`src/rtl/dds_seq_ctrl_if.sv`:
```
// Config word stream into dds_seq_ctrl: valid/ready handshake carrying the word
// and an end-of-load marker.
interface dds_seq_ctrl_if #(
  parameter int SIG_WIDTH = 16
);
  logic                 i_cfg_valid;
  logic                 o_cfg_ready;
  logic [SIG_WIDTH-1:0] i_cfg_data;
  logic                 i_cfg_last;

  modport master (output i_cfg_valid, i_cfg_data, i_cfg_last, input o_cfg_ready);
  modport slave  (input i_cfg_valid, i_cfg_data, i_cfg_last, output o_cfg_ready);
endinterface

```
`src/rtl/dds_seq_ctrl.sv`:
```
// DDS sequencer: clears the DDS, loads theta/delta/ampl shift registers from a config
// stream, then rotates channels while running. End-of-load framing check: DDS_SEQ_CTRL_LAST_CHECK_EN.
module dds_seq_ctrl #(
  parameter int         SIG_WIDTH = 16,
  parameter int         NUM_CH    = 8,
  parameter logic [8:0] THETAS    = 9'd0,
  parameter logic [8:0] DELTAS    = 9'd1,
  parameter logic [8:0] AMPLS     = 9'd2,
  parameter logic [8:0] IDLE_ADDR = 9'h1FF
) (
  input  logic                 clk,
  input  logic                 a_rst_n,
  input  logic                 i_load_req,
  input  logic                 i_run,
  dds_seq_ctrl_if.slave        cfg,
  output logic                 o_dds_rst,
  output logic                 o_dds_start,
  output logic [8:0]           o_dds_addrs,
  output logic [SIG_WIDTH-1:0] o_dds_fifo_data,
  output logic                 o_busy,
  output logic                 o_running,
  output logic [15:0]          o_rot_cnt,
  output logic                 o_err
);

  localparam int            CW      = $clog2(NUM_CH);
  localparam logic [CW-1:0] LAST_CH = CW'(NUM_CH - 1);

  typedef enum logic [2:0] {
    IDLE, CLR, LD_THETA, LD_DELTA, LD_AMPL, ARMED, RUN
  } state_t;

  state_t        state;
  logic [CW-1:0] ch_cnt;
  logic [CW-1:0] rot_pos;
  logic          hs;
  logic          last_bad;

  assign hs = cfg.i_cfg_valid & cfg.o_cfg_ready;

`ifdef DDS_SEQ_CTRL_LAST_CHECK_EN
  // The marker must be set on the last ampl word and on no other accepted word.
  assign last_bad = cfg.i_cfg_last != ((state == LD_AMPL) && (ch_cnt == LAST_CH));
`else
  logic unused_last;
  assign unused_last = cfg.i_cfg_last;
  assign last_bad    = 1'b0;
`endif

  function automatic logic [8:0] ld_addr(input state_t s);
    case (s)
      LD_THETA: ld_addr = THETAS;
      LD_DELTA: ld_addr = DELTAS;
      LD_AMPL:  ld_addr = AMPLS;
      default:  ld_addr = IDLE_ADDR;
    endcase
  endfunction

  function automatic state_t ld_next(input state_t s);
    case (s)
      LD_THETA: ld_next = LD_DELTA;
      LD_DELTA: ld_next = LD_AMPL;
      LD_AMPL:  ld_next = ARMED;
      default:  ld_next = IDLE;
    endcase
  endfunction

  // Sequencer state, rotation tracking and all registered outputs.
  always_ff @(posedge clk) begin
    if (!a_rst_n) begin
      state           <= IDLE;
      ch_cnt          <= {CW{1'b0}};
      rot_pos         <= {CW{1'b0}};
      o_rot_cnt       <= 16'd0;
      o_dds_rst       <= 1'b0;
      o_dds_start     <= 1'b0;
      o_dds_addrs     <= IDLE_ADDR;
      o_dds_fifo_data <= {SIG_WIDTH{1'b0}};
      cfg.o_cfg_ready <= 1'b0;
      o_busy          <= 1'b0;
      o_running       <= 1'b0;
      o_err           <= 1'b0;
    end else begin
      o_dds_rst       <= 1'b0;
      o_dds_addrs     <= IDLE_ADDR;
      o_dds_fifo_data <= {SIG_WIDTH{1'b0}};

      // Every cycle with start high shifts the DDS by one channel.
      if (o_dds_start) begin
        if (rot_pos == LAST_CH) begin
          rot_pos   <= {CW{1'b0}};
          o_rot_cnt <= o_rot_cnt + 16'd1;
        end else begin
          rot_pos <= rot_pos + CW'(1);
        end
      end

      if (i_load_req) begin
        state           <= CLR;
        ch_cnt          <= {CW{1'b0}};
        o_dds_rst       <= 1'b1;
        o_dds_start     <= 1'b0;
        cfg.o_cfg_ready <= 1'b0;
        o_busy          <= 1'b1;
        o_running       <= 1'b0;
        o_err           <= 1'b0;
      end else begin
        case (state)
          IDLE: state <= IDLE;
          CLR: begin
            state           <= LD_THETA;
            cfg.o_cfg_ready <= 1'b1;
          end
          LD_THETA, LD_DELTA, LD_AMPL: begin
            if (hs && last_bad) begin
              state           <= IDLE;
              cfg.o_cfg_ready <= 1'b0;
              o_busy          <= 1'b0;
              o_err           <= 1'b1;
            end else if (hs) begin
              o_dds_addrs     <= ld_addr(state);
              o_dds_fifo_data <= cfg.i_cfg_data;
              if (ch_cnt == LAST_CH) begin
                ch_cnt <= {CW{1'b0}};
                state  <= ld_next(state);
                if (state == LD_AMPL) begin
                  cfg.o_cfg_ready <= 1'b0;
                  o_busy          <= 1'b0;
                end
              end else begin
                ch_cnt <= ch_cnt + CW'(1);
              end
            end
          end
          ARMED: begin
            if (i_run) begin
              state       <= RUN;
              o_dds_start <= 1'b1;
              o_running   <= 1'b1;
            end
          end
          RUN: begin
            if (!i_run) begin
              state       <= ARMED;
              o_dds_start <= 1'b0;
              o_running   <= 1'b0;
            end
          end
          default: begin
            state           <= IDLE;
            o_dds_start     <= 1'b0;
            cfg.o_cfg_ready <= 1'b0;
            o_busy          <= 1'b0;
            o_running       <= 1'b0;
          end
        endcase
      end
    end
  end

endmodule

```
`src/flat_wrapper.sv`:
```
// flat-port wrapper written by rule: the top's interface ports become plain ports
module dds_seq_ctrl_flat 
#(
  parameter int         SIG_WIDTH = 16,
  parameter int         NUM_CH    = 8,
  parameter logic [8:0] THETAS    = 9'd0,
  parameter logic [8:0] DELTAS    = 9'd1,
  parameter logic [8:0] AMPLS     = 9'd2,
  parameter logic [8:0] IDLE_ADDR = 9'h1FF
)
  (clk, a_rst_n, i_load_req, i_run, o_dds_rst, o_dds_start, o_dds_addrs, o_dds_fifo_data, o_busy, o_running, o_rot_cnt, o_err, cfg_i_cfg_valid, cfg_i_cfg_data, cfg_i_cfg_last, cfg_o_cfg_ready);
  dds_seq_ctrl_if #(.SIG_WIDTH(SIG_WIDTH)) cfg_i ();
  input  logic clk;
  input  logic a_rst_n;
  input  logic i_load_req;
  input  logic i_run;
  output logic o_dds_rst;
  output logic o_dds_start;
  output logic [8:0] o_dds_addrs;
  output logic [SIG_WIDTH-1:0] o_dds_fifo_data;
  output logic o_busy;
  output logic o_running;
  output logic [15:0] o_rot_cnt;
  output logic o_err;
  input wire logic [$bits(cfg_i.i_cfg_valid)-1:0] cfg_i_cfg_valid;
  input wire logic [$bits(cfg_i.i_cfg_data)-1:0] cfg_i_cfg_data;
  input wire logic [$bits(cfg_i.i_cfg_last)-1:0] cfg_i_cfg_last;
  output wire logic [$bits(cfg_i.o_cfg_ready)-1:0] cfg_o_cfg_ready;
  assign cfg_i.i_cfg_valid = cfg_i_cfg_valid;
  assign cfg_i.i_cfg_data = cfg_i_cfg_data;
  assign cfg_i.i_cfg_last = cfg_i_cfg_last;
  assign cfg_o_cfg_ready = cfg_i.o_cfg_ready;
  dds_seq_ctrl #(.SIG_WIDTH(SIG_WIDTH), .NUM_CH(NUM_CH), .THETAS(THETAS), .DELTAS(DELTAS), .AMPLS(AMPLS), .IDLE_ADDR(IDLE_ADDR)) u_core (.clk(clk), .a_rst_n(a_rst_n), .i_load_req(i_load_req), .i_run(i_run), .cfg(cfg_i), .o_dds_rst(o_dds_rst), .o_dds_start(o_dds_start), .o_dds_addrs(o_dds_addrs), .o_dds_fifo_data(o_dds_fifo_data), .o_busy(o_busy), .o_running(o_running), .o_rot_cnt(o_rot_cnt), .o_err(o_err));
endmodule
```
`config.mk`:
```
export PLATFORM = sky130hd
export DESIGN_NAME = dds_seq_ctrl_flat
export DESIGN_NICKNAME = d
export VERILOG_FILES = /design/src/rtl/dds_seq_ctrl_if.sv /design/src/rtl/dds_seq_ctrl.sv /design/src/flat_wrapper.sv
export SDC_FILE = /design/constraint.sdc
export NUM_CORES = 1
export LEC_CHECK = 0
export ABC_CLOCK_PERIOD_IN_PS = 1940
export BUFFER_PORTS_ARGS = -buffer_cell sky130_fd_sc_hd__buf_4
export CORE_MARGIN = 2
export CORE_UTILIZATION = 49
export DETAILED_ROUTE_END_ITERATION = 7
export PLACE_DENSITY = 0.9
export SETUP_SLACK_MARGIN = 0.2
export SLEW_MARGIN = 20
export SYNTH_ARGS = -nofsm -noshare
export SYNTH_HDL_FRONTEND = slang
export SYNTH_SLANG_ARGS = --single-unit
```
`constraint.sdc`:
```
create_clock -name clk -period 1.94 [get_ports clk]
set_input_delay 0.194 -clock clk [delete_from_list [all_inputs] [get_ports clk]]
set_output_delay 0.194 -clock clk [all_outputs]
set_load 0.005 [all_outputs]
```
==> results_dict.tcl, run 1 <==
set metrics [dict create \
    synthAdderAreaFrac 0.0318 \
    chipHeight_um 67.3 \
    grt_overflow 0 \
    cts.htree.levels 2 \
    slowest_stage "or3_1" \
    postSynthAreaPerCell_um2 9.32 \
    setup-violations-final 0 \
    grt_pass1_wl_um 5870 \
    grt_max_degree 20 \
    use_met3 0.0417 \
    fin_cells 321 \
    grt_util_met1 0.207 \
    gp_congestion 0.841 \
    syn_inst 211 \
    final-hold-violation-count 0 \
    p_total_mw 1.75 \
    synth-seq-cells 48 \
    synth_edf_count 0 \
    period_needed_ns 1.67 \
    dp_hpwl_um 2820 \
    cp.arrival_ns 1.87 \
    cts_tree "built" \
    setup_tns_ns 0 \
    max-vdd-ir-drop_mv 0.360 \
    core_area_mm2 0.00394 \
    cp-start-kind "flip-flop" \
    cts.sinks 48 \
    design.die.area_mm2 0.00453 \
    grt_usage 0.170 \
    crit_path_end_kind "flip-flop" \
    use_met2 0.282 \
    status "finished clean" \
    path_cells "ha_1, ha_4, and4_4, nand3_1, or3_1, a21oi_1" \
    hold_path.class "primary input to flip-flop" \
    root_buffer "clkbuf_8" \
    antenna_left 0 \
    wl_per_cell_um 12.0 \
    worstPathMaxFanout 5 \
    synth.area.mux_share 0.0356 \
    intPower_mw 1.41 \
    vias 1599 \
    p_sw_frac 0.195 \
    die_w_um 67.3 \
    synth_area_mm2 0.00197 \
    wl_um 3850 \
    ys_seq_area_frac 0.489 \
    dp.cells 313 \
    period_share 0.860 \
    yosysWarnings 0 \
    drcViolationCount 0 \
    port-buffer-count 66 \
    postCtsHoldBufs 0 \
    io_pins 69 \
    path_buf_inv 0 \
    ys_types 34 \
    synth_compound_area_frac 0.0726 \
    combPwrFrac 0.037 \
    criticalPathCategory "flip-flop to flip-flop" \
    path_delay_family "simple AND/OR/NAND/NOR gates" \
    p_clk_frac 0.393 \
    grt_antenna_before_repair 0 \
    final_design_area_no_fill_mm2 0.00257 \
    p_sw_mw 0.340 \
    cts.clk_slew.worst_paths_ns 0.08 \
    firstDrtPassIters 4 \
    worst_skew_pair.late_latency_ns 0.29 \
    p_seq_frac 0.570 \
    fmax_ghz 0.599 \
    nets 297 \
    synthFlopType "dfxtp_1" \
    synth-xor-area-share 0.0490 \
    grt_pass1_vias 1358 \
    area_delta_synth_final_pct 30.7 \
    viasPerCell 4.98 \
    cpPeakStageDelay_ns 0.37 \
    synthArstFlopShare 0 \
    slew_violations 0 \
    fin_worst_skew_ns 0.00525 \
    cts_made_buffers 5 \
    clock_path_buffers 2 \
    synth_nets 238 \
    rsz0062_at_grt "false" \
    rows 23 \
    diodes 0 \
    pwr_density_cell_mw_per_mm2 681 \
    leakage_nw 1.09 \
    drive_gt1_frac 0.310 \
    drv_cap 0 \
    start_util 0.499 \
    grt_busiest_layer "met2" \
    dpl-instance-area_mm2 0.00243 \
    whs_ns 0.101 \
    crit_required_ns 2.14 \
    synth_top_family_by_area "simple AND/OR/NAND/NOR gates" \
    drt_iter0_markers 108 \
    yosys.area_share.simple 0.253 \
]
-- cells by family after synthesis --
logic type                 count (synthesis)
DFF                                       48
xor gates and xnor gates                  11
other                                      1
muxes                                      7
AOI/OAI and AO/OA                         23
buffers and inverters                     23
and+or+nand+nor                           93
adders and majority gates                  5
-- path summary, 6_finish.rpt --
path | from | endpoint | slack (ns) | depth (start not counted)
worst max-delay path | u_core.rot_pos[0] | u_core.o_rot_cnt[12] | 0.27 | 6
worst min-delay path | cfg_i_cfg_data[4] | u_core.o_dds_fifo_data[4] | 0.10 | 2
worst max register to register | u_core.rot_pos[0] | u_core.o_rot_cnt[12] | 0.27 | 6
worst min register to register | u_core.ch_cnt[0] | u_core.ch_cnt[0] | 0.49 | 2
-- through the flow --
stage | setup slack [ns] | util
floorplan | 0.389 | -
global placement | 0.283 | 0.616
detailed placement | 0.251 | 0.616
CTS | 0.219 | 0.643
global route | 0.193 | 0.652
finish | 0.272 | 0.652
-- routing by layer --
metal,part of all wire,vias to the layer above
met4,0.010,0
met1,0.42,732
met3,0.052,5
met5,0,-
li1,-,819
met2,0.52,43
-- Yosys cell counts (2+ instances only) --
cell type,number,share of area
dfxtp_1,48,0.49
nor2_1,25,0.048
and2_1,17,0.054
nand2_1,14,0.027
buf_4,10,0.038
a21oi_1,9,0.023
inv_1,7,0.013
mux2i_1,7,0.036
nand3_1,7,0.018
o21ai_0,7,0.018
nand2b_1,6,0.019
nand4_1,6,0.019
xnor2_1,6,0.027
ha_1,5,0.032
xor2_1,5,0.022
a31oi_1,4,0.013
nor3_1,4,0.010
clkbuf_1,3,0.0057
nor4_1,3,0.0095
or3_1,3,0.0095
and4_1,2,0.0089
-- what timing repair did --
action,CTS,global route
gates resized for setup,0,7
endpoints found under the setup margin,0,3
setup buffers,0,0
-- state kept, by name, summed over array words and instances, names as in the netlist --
name,count
u_core.ch_cnt,3
u_core.o_dds_rst,1
u_core.o_dds_addrs,3
u_core.o_dds_fifo_data,16
u_core.cfg.o_cfg_ready,1
u_core.o_busy,1
u_core.o_dds_start,1
u_core.rot_pos,3
u_core.o_rot_cnt,16
u_core.state,3
-- power by group through the flow --
stage | clock network (mW) | logic [mW] | registers [mW]
2_1_floorplan | 0 | 0.0294 | 1.02
3_3_place_gp | 0 | 0.0631 | 1.02
3_5_place_dp | 0 | 0.0643 | 1.02
4_1_cts | 0.716 | 0.0647 | 0.997
5_1_grt | 0.751 | 0.0702 | 0.998
6_report | 0.688 | 0.0640 | 0.997
-- area by class of cell --
cell class / instances / area (um^2)
clock inverter: 2 / 35.0
sequential: 48 / 963
inverter: 8 / 30.0
fill: 327 / 1370
multi-input combinational: 140 / 902
clock buffer: 6 / 72.6
timing repair buffer: 67 / 503
tap: 50 / 62.6
-- cells in the final DEF (no fill, tap or decap), types with 2 or more instances in the layout --
master,instances
o21ai_0,7
mux2i_1,7
clkbuf_8,5
a31oi_1,4
inv_1,7
or3_1,3
xor2_1,5
ha_1,4
nor3_1,4
a21oi_1,9
nand2b_1,6
nor4_1,2
xnor2_1,6
nand2_1,14
dfxtp_1,46
dfxtp_2,2
and2_1,17
nor2_1,25
buf_4,67
nand3_1,7
nand4_1,6
(Power assumes the default switching activity.)
==> run 2: changes to the inputs <==
--- a/config.mk
+++ b/config.mk
@@ -5,12 +5,14 @@
 export SDC_FILE = /design/constraint.sdc
 export NUM_CORES = 1
 export LEC_CHECK = 0
+export ABC_AREA = 1
 export ABC_CLOCK_PERIOD_IN_PS = 1940
 export BUFFER_PORTS_ARGS = -buffer_cell sky130_fd_sc_hd__buf_4
 export CORE_MARGIN = 2
-export CORE_UTILIZATION = 49
+export CORE_UTILIZATION = 50
 export DETAILED_ROUTE_END_ITERATION = 7
-export PLACE_DENSITY = 0.9
+export PLACE_DENSITY = 0.89
+export REMOVE_ABC_BUFFERS = 1
 export SETUP_SLACK_MARGIN = 0.2
 export SLEW_MARGIN = 20
 export SYNTH_ARGS = -nofsm -noshare
==> run 2 against run 1 <==
- synthesized cell count rose by 28%
- clock skew rose by 0.0046 ns
- sequential cell count did not move
- sequential power barely moved
- fmax rose by 6.1%
- clock-buffer cell count fell by 1
- register-to-register slack improved by 0.096 ns
- non-clock buffer count fell by 1
- final cell count rose by 19%
- total power rose by 1.6%
- critical path type unchanged
- highest routed layer unchanged
==> results_dict.tcl, run 2 <==
set metrics [dict create \
    synth_area_leaders "dfxtp_1, nand2_1, inv_1, nor2_4, nor2_1" \
    criticalPathCategory "flip-flop to flip-flop" \
    io_pins 69 \
    postSynthAreaPerCell_um2 8.11 \
    cts_tree "built" \
    area_delta_synth_final_pct 24.4 \
    period_share 0.810 \
    top_regs "u_core.o_dds_fifo_data (16), u_core.o_rot_cnt (16)" \
    wl_per_cell_um 10.8 \
    wl_met1_um 1680 \
    synth-seq-cells 48 \
    ys_seq_area_frac 0.437 \
    pwr_density_cell_mw_per_mm2 650 \
    cts.clk_slew.worst_paths_ns 0.09 \
    dp_hpwl_um 3210 \
    setup_tns_ns 0 \
    wl_um 4130 \
    synth_edf_count 0 \
    cts.htree.levels 2 \
    cts_made_buffers 5 \
    hold_end "u_core.o_dds_fifo_data[1]" \
    reg2regPathDepth 7 \
    r2r_slack_ns 0.37 \
    cp.arrival_ns 1.76 \
    grt_max_degree 21 \
    antenna_left 0 \
    post_cts_resized 0 \
    final-hold-violation-count 0 \
    synthArstFlopShare 0 \
    diodes 0 \
    path_buf_inv 0 \
    postCtsSetupBuffers 0 \
    crit_path_end_kind "flip-flop" \
    firstDrtPassIters 6 \
    slew_violations 0 \
    r2r_end "u_core.o_rot_cnt[13]" \
    synth_area_mm2 0.00220 \
    root_buffer "clkbuf_8" \
    layout_commonest_cell "buf_4" \
    clock_path_buffers 2 \
    worstPathMaxFanout 5 \
    synth_most_common_cell "dfxtp_1" \
    r2r_start "u_core.rot_pos[0]" \
    die_w_um 70.3 \
    syn_inst 271 \
    dr_wl_met2_um 2010 \
    path_cells "ha_1, ha_1, nand2_2, nor2_4, nand4_2, o21ai_1, nor2_1" \
    fmax_ghz 0.636 \
    dp.cells 375 \
    start_util 0.512 \
    synth_top_cells_by_count "dfxtp_1, nand2_1, inv_1, nor2_1, a21oi_1" \
    drv_cap 0 \
    synth_area_leader_cell "dfxtp_1" \
    fin_worst_skew_ns 0.00983 \
    fin_ws_ns 0.368 \
    port-buffer-count 66 \
    drcViolationCount 0 \
    nets 357 \
    cpMostUsedCell "ha_1" \
    max-vdd-ir-drop_mv 0.433 \
    synth_top_area_share 0.437 \
    hold_depth 3 \
    vias 1856 \
    chipHeight_um 70.3 \
    grt_antenna_before_repair 0 \
    postCtsHoldBufs 0 \
    crit_required_ns 2.13 \
    fin_cells 381 \
    grt_pass1_wl_um 6950 \
    hold_path.class "primary input to flip-flop" \
    slowest_stage "dfxtp_1" \
    final_cell_mix "buf_4, dfxtp_1, nand2_1" \
    path_delay_family "simple AND/OR/NAND/NOR gates" \
    viasPerCell 4.87 \
    setup-violations-final 0 \
    worst_skew_pair.late_latency_ns 0.30 \
    rsz0062_at_grt "false" \
    drive_gt1_frac 0.316 \
    core_area_mm2 0.00429 \
    met3RoutedLength_um 376 \
    yosysWarnings 0 \
    cts.sinks 48 \
    grt_overflow 0 \
    synthFlopType "dfxtp_1" \
    whs_ns 0.111 \
    gp_congestion 0.874 \
    period_needed_ns 1.57 \
    grt_usage 0.175 \
    ys_types 31 \
    rows 24 \
    status "finished clean" \
    highest_layer "met4" \
    cp-start-kind "flip-flop" \
    design.die.area_mm2 0.00494 \
    dpl_worst_slack_ns 0.389 \
    drt_iter0_markers 150 \
    grt_pass1_vias 1711 \
    leakage_nw 1.31 \
    cpPeakStageDelay_ns 0.37 \
    min-delay-start "cfg_i_cfg_data[1]" \
]
-- run 2: cell count changes after synthesis, moves of 4 or more --
cell / before / now
and2_1: 17 / 0
a31oi_1: 4 / 0
nand3_1: 7 / 14
o21ai_1: 0 / 4
nor2_4: 1 / 13
xor2_1: 5 / 0
a21oi_1: 9 / 15
xnor2_1: 6 / 0
nand2b_1: 6 / 0
nor2_1: 25 / 38
nand2_1: 14 / 43
inv_1: 7 / 41
mux2i_1: 7 / 0
-- run 2: area by class of cell --
cell class / count / area (um^2)
clock buffer: 5 / 68.8
sequential: 48 / 961
tap: 52 / 65.1
multi-input combinational: 163 / 931
clock inverter: 1 / 30.0
timing repair buffer: 66 / 495
fill: 374 / 1560
inverter: 46 / 184
-- run 2: through the flow --
stage,cell area [um^2],power (mW),util
2_1_floorplan,2080,1.07,-
3_3_place_gp,2640,1.12,0.614
3_5_place_dp,2640,1.12,0.614
4_1_cts,2740,1.79,0.637
5_1_grt,2740,1.85,0.637
6_report,2740,1.78,0.637
-- run 2: where the power goes --
| part | internal [mW] | switching, mW | leakage (nW) | total [mW] |
|---|---|---|---|---|
| clock network | 0.370 | 0.311 | 0.0501 | 0.681 |
| registers | 0.991 | 0.00912 | 0.388 | 1.00 |
| logic | 0.0471 | 0.0499 | 0.871 | 0.0970 |
| total | 1.41 | 0.370 | 1.31 | 1.78 |
-- run 2: worst register-to-register path: stages, from the launching register on --
cell	delay [ns]
dfxtp_1	0.37
ha_1	0.16
ha_1	0.22
nand2_2	0.13
nor2_4	0.16
nand4_2	0.16
o21ai_1	0.20
nor2_1	0.07
-- run 2: cell families after synthesis --
| logic type | synth area share |
|---|---|
| AND/OR/NAND/NOR | 0.326 |
| buffers and inverters | 0.139 |
| flip-flops | 0.437 |
| AO/OA/AOI/OAI | 0.0672 |
| adder cells (fa/ha/maj) | 0.0285 |
| other | 0.00171 |
-- run 2: how the worst max path moves through the flow --
stage / startpoint / end / slack [ns] / depth (start not counted)
final: u_core.rot_pos[0] / u_core.o_rot_cnt[13] / 0.37 / 7
after global placement: u_core.rot_pos[0] / u_core.o_rot_cnt[9] / 0.46 / 9
after floorplan: u_core.rot_pos[0] / u_core.o_rot_cnt[9] / 0.55 / 9
after CTS: u_core.rot_pos[0] / u_core.o_rot_cnt[13] / 0.37 / 7
after global routing: u_core.rot_pos[0] / u_core.o_rot_cnt[13] / 0.26 / 7
after detailed placement: u_core.rot_pos[0] / u_core.o_rot_cnt[13] / 0.39 / 7
-- run 2: layer usage --
metal  vias up  GRT usage
met5         -          0
li1        937          -
met2        80      0.305
met3        10     0.0750
met1       829      0.189
met4         0     0.0598
